### src/rtl/cpu_multicycle.sv
// Multicycle RV32I/RV32E integer core: FETCH/DECODE/EXECUTE/WRITEBACK sequencing with
// stores issued as ready/valid MMIO writes; anything unsupported parks the core in HALT.
module cpu_multicycle #(
  parameter logic [31:0] RESET_PC = 32'h0,
  parameter int unsigned NUM_REGS = 32,
  parameter int unsigned ADDR_W   = 32
) (
  input  logic              clk_i,
  input  logic              rstn_i,
  output logic [ADDR_W-1:0] imem_addr_o,
  input  logic [31:0]       imem_data_i,
  output logic              out_valid_o,
  input  logic              out_ready_i,
  output logic [31:0]       out_addr_o,
  output logic [1:0]        out_size_o,
  output logic [31:0]       out_data_o,
  output logic              halt_o,
  output logic              retire_o
);

  localparam int unsigned RIDX_W = $clog2(NUM_REGS);

  localparam logic [6:0] OPC_OP     = 7'b0110011;
  localparam logic [6:0] OPC_OPIMM  = 7'b0010011;
  localparam logic [6:0] OPC_LUI    = 7'b0110111;
  localparam logic [6:0] OPC_AUIPC  = 7'b0010111;
  localparam logic [6:0] OPC_JAL    = 7'b1101111;
  localparam logic [6:0] OPC_JALR   = 7'b1100111;
  localparam logic [6:0] OPC_BRANCH = 7'b1100011;
  localparam logic [6:0] OPC_STORE  = 7'b0100011;

  typedef enum logic [2:0] {
    S_FETCH, S_DECODE, S_EXECUTE, S_OUT_WAIT, S_WRITEBACK, S_HALT
  } state_e;

  state_e state_q, state_d;

  logic [31:0] pc_q, ir_q, rs1_val_q, rs2_val_q, res_q, npc_q;
  logic        wb_en_q;
  logic [31:0] regs [NUM_REGS];
  logic        out_valid_d, retire_d, halt_d;

  // Instruction fields and immediates
  logic [6:0]  opcode, f7;
  logic [2:0]  f3;
  logic [4:0]  rd, rs1, rs2;
  logic [31:0] imm_i, imm_s, imm_b, imm_u, imm_j;

  assign opcode = ir_q[6:0];
  assign rd     = ir_q[11:7];
  assign f3     = ir_q[14:12];
  assign rs1    = ir_q[19:15];
  assign rs2    = ir_q[24:20];
  assign f7     = ir_q[31:25];
  assign imm_i  = {{20{ir_q[31]}}, ir_q[31:20]};
  assign imm_s  = {{20{ir_q[31]}}, ir_q[31:25], ir_q[11:7]};
  assign imm_b  = {{19{ir_q[31]}}, ir_q[31], ir_q[7], ir_q[30:25], ir_q[11:8], 1'b0};
  assign imm_u  = {ir_q[31:12], 12'd0};
  assign imm_j  = {{11{ir_q[31]}}, ir_q[31], ir_q[19:12], ir_q[20], ir_q[30:21], 1'b0};

  logic legal, is_store, uses_rd, uses_rs1, uses_rs2, reg_bad;

  // Legality and register-field usage per opcode; SYSTEM and loads fall to illegal
  always_comb begin
    legal    = 1'b0;
    is_store = 1'b0;
    uses_rd  = 1'b0;
    uses_rs1 = 1'b0;
    uses_rs2 = 1'b0;
    case (opcode)
      OPC_OP: begin
        legal    = (f7 == 7'b0000000) ||
                   ((f7 == 7'b0100000) && ((f3 == 3'b000) || (f3 == 3'b101)));
        uses_rd  = 1'b1;
        uses_rs1 = 1'b1;
        uses_rs2 = 1'b1;
      end
      OPC_OPIMM: begin
        if (f3 == 3'b001)      legal = (f7 == 7'b0000000);
        else if (f3 == 3'b101) legal = (f7 == 7'b0000000) || (f7 == 7'b0100000);
        else                   legal = 1'b1;
        uses_rd  = 1'b1;
        uses_rs1 = 1'b1;
      end
      OPC_LUI, OPC_AUIPC, OPC_JAL: begin
        legal   = 1'b1;
        uses_rd = 1'b1;
      end
      OPC_JALR: begin
        legal    = (f3 == 3'b000);
        uses_rd  = 1'b1;
        uses_rs1 = 1'b1;
      end
      OPC_BRANCH: begin
        legal    = (f3 != 3'b010) && (f3 != 3'b011);
        uses_rs1 = 1'b1;
        uses_rs2 = 1'b1;
      end
      OPC_STORE: begin
        legal    = (f3 == 3'b000) || (f3 == 3'b001) || (f3 == 3'b010);
        is_store = 1'b1;
        uses_rs1 = 1'b1;
        uses_rs2 = 1'b1;
      end
      default: ;
    endcase
  end

  assign reg_bad = (uses_rd  && (32'(rd)  >= NUM_REGS)) ||
                   (uses_rs1 && (32'(rs1) >= NUM_REGS)) ||
                   (uses_rs2 && (32'(rs2) >= NUM_REGS));

  // Execute-stage ALU, branch compare and next-PC
  logic [31:0] alu_b, alu_res, wb_val, target, st_data;
  logic        alt, br_taken, jumping, misaligned, halt_cond;

  assign alu_b = (opcode == OPC_OP) ? rs2_val_q : imm_i;
  assign alt   = ir_q[30] && ((opcode == OPC_OP) || (f3 == 3'b101));

  always_comb begin
    case (f3)
      3'b000:  alu_res = (alt && opcode == OPC_OP) ? rs1_val_q - alu_b : rs1_val_q + alu_b;
      3'b001:  alu_res = rs1_val_q << alu_b[4:0];
      3'b010:  alu_res = {31'd0, $signed(rs1_val_q) < $signed(alu_b)};
      3'b011:  alu_res = {31'd0, rs1_val_q < alu_b};
      3'b100:  alu_res = rs1_val_q ^ alu_b;
      3'b101:  alu_res = alt ? 32'($signed(rs1_val_q) >>> alu_b[4:0]) : rs1_val_q >> alu_b[4:0];
      3'b110:  alu_res = rs1_val_q | alu_b;
      default: alu_res = rs1_val_q & alu_b;
    endcase
  end

  always_comb begin
    case (f3)
      3'b000:  br_taken = (rs1_val_q == rs2_val_q);
      3'b001:  br_taken = (rs1_val_q != rs2_val_q);
      3'b100:  br_taken = ($signed(rs1_val_q) <  $signed(rs2_val_q));
      3'b101:  br_taken = ($signed(rs1_val_q) >= $signed(rs2_val_q));
      3'b110:  br_taken = (rs1_val_q <  rs2_val_q);
      3'b111:  br_taken = (rs1_val_q >= rs2_val_q);
      default: br_taken = 1'b0;
    endcase
  end

  always_comb begin
    wb_val  = alu_res;
    target  = pc_q + 32'd4;
    jumping = 1'b0;
    case (opcode)
      OPC_LUI:   wb_val = imm_u;
      OPC_AUIPC: wb_val = pc_q + imm_u;
      OPC_JAL: begin
        wb_val  = pc_q + 32'd4;
        target  = pc_q + imm_j;
        jumping = 1'b1;
      end
      OPC_JALR: begin
        wb_val  = pc_q + 32'd4;
        target  = (rs1_val_q + imm_i) & ~32'd1;
        jumping = 1'b1;
      end
      OPC_BRANCH: begin
        if (br_taken) target = pc_q + imm_b;
        jumping = br_taken;
      end
      default: ;
    endcase
  end

  assign misaligned = jumping && target[1];
  assign halt_cond  = !legal || reg_bad || misaligned;

  always_comb begin
    case (f3[1:0])
      2'b00:   st_data = {24'd0, rs2_val_q[7:0]};
      2'b01:   st_data = {16'd0, rs2_val_q[15:0]};
      default: st_data = rs2_val_q;
    endcase
  end

  // State register
  always_ff @(posedge clk_i or negedge rstn_i) begin
    if (!rstn_i) state_q <= S_FETCH;
    else         state_q <= state_d;
  end

  // Next-state logic
  always_comb begin
    state_d = state_q;
    case (state_q)
      S_FETCH:   state_d = S_DECODE;
      S_DECODE:  state_d = S_EXECUTE;
      S_EXECUTE: begin
        if (halt_cond)     state_d = S_HALT;
        else if (is_store) state_d = S_OUT_WAIT;
        else               state_d = S_WRITEBACK;
      end
      S_OUT_WAIT:  if (out_ready_i) state_d = S_WRITEBACK;
      S_WRITEBACK: state_d = S_FETCH;
      default:     state_d = S_HALT;
    endcase
  end

  // Output logic, registered below so every flag lines up with its state
  always_comb begin
    out_valid_d = 1'b0;
    retire_d    = 1'b0;
    halt_d      = 1'b0;
    case (state_d)
      S_OUT_WAIT:  out_valid_d = 1'b1;
      S_WRITEBACK: retire_d    = 1'b1;
      S_HALT:      halt_d      = 1'b1;
      default: ;
    endcase
  end

  always_ff @(posedge clk_i or negedge rstn_i) begin
    if (!rstn_i) begin
      out_valid_o <= 1'b0;
      retire_o    <= 1'b0;
      halt_o      <= 1'b0;
    end else begin
      out_valid_o <= out_valid_d;
      retire_o    <= retire_d;
      halt_o      <= halt_d;
    end
  end

  // Datapath and register file
  always_ff @(posedge clk_i or negedge rstn_i) begin
    if (!rstn_i) begin
      pc_q       <= RESET_PC;
      ir_q       <= '0;
      rs1_val_q  <= '0;
      rs2_val_q  <= '0;
      res_q      <= '0;
      npc_q      <= '0;
      wb_en_q    <= 1'b0;
      out_addr_o <= '0;
      out_size_o <= '0;
      out_data_o <= '0;
      for (int i = 0; i < NUM_REGS; i++) regs[i] <= '0;
    end else begin
      case (state_q)
        S_FETCH:  ir_q <= imem_data_i;
        S_DECODE: begin
          rs1_val_q <= regs[rs1[RIDX_W-1:0]];
          rs2_val_q <= regs[rs2[RIDX_W-1:0]];
        end
        S_EXECUTE: begin
          res_q   <= wb_val;
          npc_q   <= target;
          wb_en_q <= uses_rd && (rd != 5'd0);
          if (is_store && !halt_cond) begin
            out_addr_o <= rs1_val_q + imm_s;
            out_size_o <= f3[1:0];
            out_data_o <= st_data;
          end
        end
        S_WRITEBACK: begin
          pc_q <= npc_q;
          if (wb_en_q) regs[rd[RIDX_W-1:0]] <= res_q;
        end
        default: ;
      endcase
    end
  end

  assign imem_addr_o = pc_q[ADDR_W-1:0];

endmodule
### config.mk
export PLATFORM = sky130hd
export DESIGN_NAME = cpu_multicycle
export DESIGN_NICKNAME = d
export VERILOG_FILES = /design/src/rtl/cpu_multicycle.sv
export SDC_FILE = /design/constraint.sdc
export NUM_CORES = 2
export LEC_CHECK = 0
export BUFFER_PORTS_ARGS = -buffer_cell sky130_fd_sc_hd__buf_4
export CAP_MARGIN = 40
export CELL_PAD_IN_SITES_DETAIL_PLACEMENT = 0
export CELL_PAD_IN_SITES_GLOBAL_PLACEMENT = 2
export CORE_UTILIZATION = 41
export DETAILED_ROUTE_END_ITERATION = 12
export PLACE_DENSITY_LB_ADDON = 0.1
export SYNTH_ARGS = -nofsm -noshare
export SYNTH_HDL_FRONTEND = slang
export SYNTH_SLANG_ARGS = --single-unit
### constraint.sdc
create_clock -name clk_i -period 4.8 [get_ports clk_i]
set_input_delay 0.96 -clock clk_i [delete_from_list [all_inputs] [get_ports clk_i]]
set_output_delay 0.96 -clock clk_i [all_outputs]
set_load 0.02 [all_outputs]
==> flow_metrics.py <==
metrics = {
    "status": {
        "run_status": "finished, violations left",
        "violated_checks": "negative hold slack",
    },
    "timing": {
        "worst_pin_slew_ns": 1.07,
        "timing.fmax_mhz": 215,
        "grt_setup_unrepaired": "false",
        "hold-worst-slack_ns": -0.0270,
        "finalHoldViolCount": 4,
        "fin_setup_tns_ns": 0,
        "maxSlewViolCount": 0,
        "worst_clock_skew_ns": 0.0376,
        "fin_crit_sh": 0.970,
        "worst_slew_margin_rel": 0.289,
        "timing.final.crit_period_ns": 4.66,
        "worst_slack_ns": 0.144,
        "setup-violations-final": 0,
    },
    "setup_path": {
        "cp_data_required_time_ns": 5.52,
        "worst-path-max-fanout": 7,
        "worstSetupPathType": "reg -> reg",
        "timing.critical_path.arrival_ns": 5.38,
        "setup.worst_path.start_class": "register",
        "endpoint_kind": "register",
    },
    "synth": {
        "largest_family_of_logic_cells_by_synthesized_area": "multiplexers",
        "ys_seq_area_frac": 0.396,
        "ys_seq_elements": 1289,
        "synthFlopType": "dfrtp_1",
        "mappedNetlistNets": 7009,
        "synth_xor_area_frac": 0.0186,
        "synth_cells": 6748,
        "post_synth_mux_area_share": 0.353,
        "yosys.area_share.simple": 0.0602,
        "ys_async_sr_fraction": 1.00,
        "ys_types": 101,
        "number_of_enable_flip_flop_cells_after_synthesis": 0,
        "synth_compound_area_frac": 0.0998,
        "syn_area_sq_um": 81500,
        "syn-mean-instance-area_sq_um": 12.1,
        "synth_top_area_frac": 0.396,
        "synth-adder-area-share": 0.0353,
        "synth.area.top_cells": "dfrtp_1, mux4_2, mux2_2",
        "post-synth-top-area-cell": "dfrtp_1",
        "yosys_warnings": 0,
    },
    "detailed_routing": {
        "drtPass1Iterations": 6,
        "drt-vias-per-instance": 6.41,
        "detailedRoute.firstIterationViolations": 6126,
        "num_vias": 61900,
        "detail_route.wirelength_um": 346000,
        "detail_route.wl_per_cell_um": 35.8,
        "drc": 0,
        "number_of_antenna_violating_nets_in_the_routed_design": 0,
    },
    "placed_design": {
        "dpl_worst_slack_ns": 0.0542,
        "io_buffer_count": 135,
        "postPlaceCellArea_sq_um": 88300,
        "gp_congestion": 1.01,
        "placedCellCount": 9384,
        "placed_wire_length_estimate_um": 238000,
    },
    "clocking": {
        "clk_root_buffer_cell": "clkbuf_16",
        "ctsLongestPathBuffers": 3,
        "tritoncts_num_sinks": 1289,
        "tritoncts": "done",
        "clock_tree.htree_level_count": 4,
        "ctsHoldBuffers": 0,
        "numCtsBuffers": 154,
        "worst_skew_pair.late_latency_ns": 0.84,
        "worst_setup_hold_path_clk_slew_ns": 0.07,
    },
    "global_routing": {
        "pin_count_of_the_biggest_net_entering_global_routing": 138,
        "wire_length_of_the_first_global_routing_pass_um": 488000,
        "gr-total-overflow": 0,
        "antenna_violations_before_repair": 23,
        "grt_util_all_layers": 0.345,
        "vias_in_the_first_global_route": 62100,
    },
    "min_path": {
        "hp-class": "in -> async",
    },
    "finish": {
        "nets": 7162,
        "finalInstanceArea_sq_um": 93500,
        "final.fill_count": 18000,
        "post_layout_nonfiller_instances": 9667,
        "layout-drive-gt1-share": 0.382,
        "area.growth.synth_to_final_pct": 14.7,
    },
    "die": {
        "die_width_um": 448,
        "die_area_sq_um": 201000,
        "die_height_um": 448,
        "rows": 163,
        "initial_core_utilization": 0.413,
        "core_area_sq_um": 197000,
        "top_level_ports": 136,
    },
    "power": {
        "cellLeakagePower_nw": 41.4,
        "irDropWorstVdd_mv": 0.350,
        "power.density_cell_area_nw_per_um2": 248,
    },
    "job": {
        "max_cap_viols": 0,
    },
}
-- sequential cells by signal (all words and copies together), names as in the netlist, 2 cells and up --
signal / count
out_size_o: 2
npc_q: 32
state_q: 3
imem_addr_o: 32
regs: 1024
out_data_o: 32
ir_q: 32
res_q: 32
rs2_val_q: 32
rs1_val_q: 32
out_addr_o: 32
-- cell usage in the layout, fill, tap and decap left out, types with 55 or more instances in the layout --
master / instances
dfrtp_1: 1277
mux2_2: 1099
mux4_2: 643
buf_4: 528
nand2_1: 389
a21oi_1: 337
o21ai_0: 307
nor2_1: 305
ha_1: 219
mux2i_1: 194
inv_1: 167
clkbuf_16: 158
xnor2_1: 104
nand3_1: 86
a21o_1: 76
xor2_1: 69
a211oi_1: 64
nor3_1: 57
a31oi_1: 55
-- worst max-delay path: stages, from the launching register on --
cell and delay [ns]:
dfrtp_1 0.38, buf_4 0.16, nor3b_4 0.35, a21oi_2 0.17
nor2_4 0.19, clkinv_2 0.13, fa_1 0.44, nor3_1 0.17
nor3_1 0.17, o31a_1 0.36, or3_4 0.41, a2111oi_4 0.36
buf_4 0.19, o21ai_1 0.08, buf_4 0.17, o31a_1 0.24
o31ai_1 0.31, or4_1 0.17, o211ai_1 0.08
-- synthesized netlist by cell type, types with 40 or more instances --
cell,count
inv_1,167
xor2_1,69
nand2_1,396
a221oi_1,40
mux4_2,643
a21o_1,76
nor3_1,58
buf_1,91
dfrtp_1,1289
ha_1,219
xnor2_1,104
nand3_1,88
clkbuf_1,463
a31oi_1,55
mux2i_1,194
a211oi_1,64
a21oi_1,337
mux2_2,1099
o21ai_0,309
nor2_1,333
-- worst paths after layout --
path	startpoint	depth (start not counted)	slack (ns)	endpoint
max	ir_q[2]$_DFFE_PN0P_	18	0.14	res_q[28]$_DFFE_PN0P_
min	rstn_i	1	-0.03	imem_addr_o[24]$_DFFE_PN0N_
max reg2reg	ir_q[2]$_DFFE_PN0P_	18	0.14	res_q[28]$_DFFE_PN0P_
min reg2reg	npc_q[17]$_DFFE_PN0P_	2	0.48	npc_q[17]$_DFFE_PN0P_
max in group asynchronous	rstn_i	2	3.23	regs[168]$_DFFE_PN0P_
min in group clk_i	imem_data_i[12]	3	0.33	ir_q[12]$_DFFE_PN0P_
-- routing by layer --
layer  vias up  GRT usage  routed length [um]  share of wire
met5         -          0                  99        0.00029
met4        14      0.141               15700          0.045
met3       593     0.0619               23300          0.067
met2      2363      0.527              155000           0.45
met1     33000      0.485              152000           0.44
li1      25900          -                   -              -
-- per-stage QoR --
stage	util	power (mW)
detailed placement	0.447	11.4
finish	0.474	23.2
global route	0.474	23.9
global placement	0.444	11.4
floorplan	-	11.1
CTS	0.473	23.4
-- what timing repair did --
item	4_1_cts	5_1_grt
pin swaps	0	1
buffers inserted	0	1
setup endpoints to repair	1	5
gates resized for setup	1	4
-- power by group --
part | total [mW] | internal, mW | leakage (nW) | switching (mW)
combinational | 0.286 | 0.0421 | 21.0 | 0.244
clock | 12.0 | 7.01 | 2.52 | 4.99
sequential | 10.9 | 10.9 | 18.0 | 0
-- cells by family after synthesis --
| family | count (synthesis) |
|---|---|
| adders and majority gates | 226 |
| muxes | 1937 |
| xor gates and xnor gates | 173 |
| buffers and inverters | 772 |
| AOI/OAI and AO/OA | 1266 |
| and+or+nand+nor | 1085 |
| DFF | 1289 |
-- area by class of cell --
type | count | area, sq um | share of cell area
Antenna cell | 6 | 15.0 | 0.000161
Clock buffer | 235 | 4600 | 0.0492
Sequential cell | 1289 | 32300 | 0.345
Inverter | 171 | 646 | 0.00690
Tap cell | 2640 | 3300 | 0.0353
Clock inverter | 41 | 542 | 0.00579
Multi-Input combinational cell | 4687 | 46600 | 0.498
Timing Repair Buffer | 598 | 5540 | 0.0592
No activity file was read; power rests on OpenSTA's default activity.
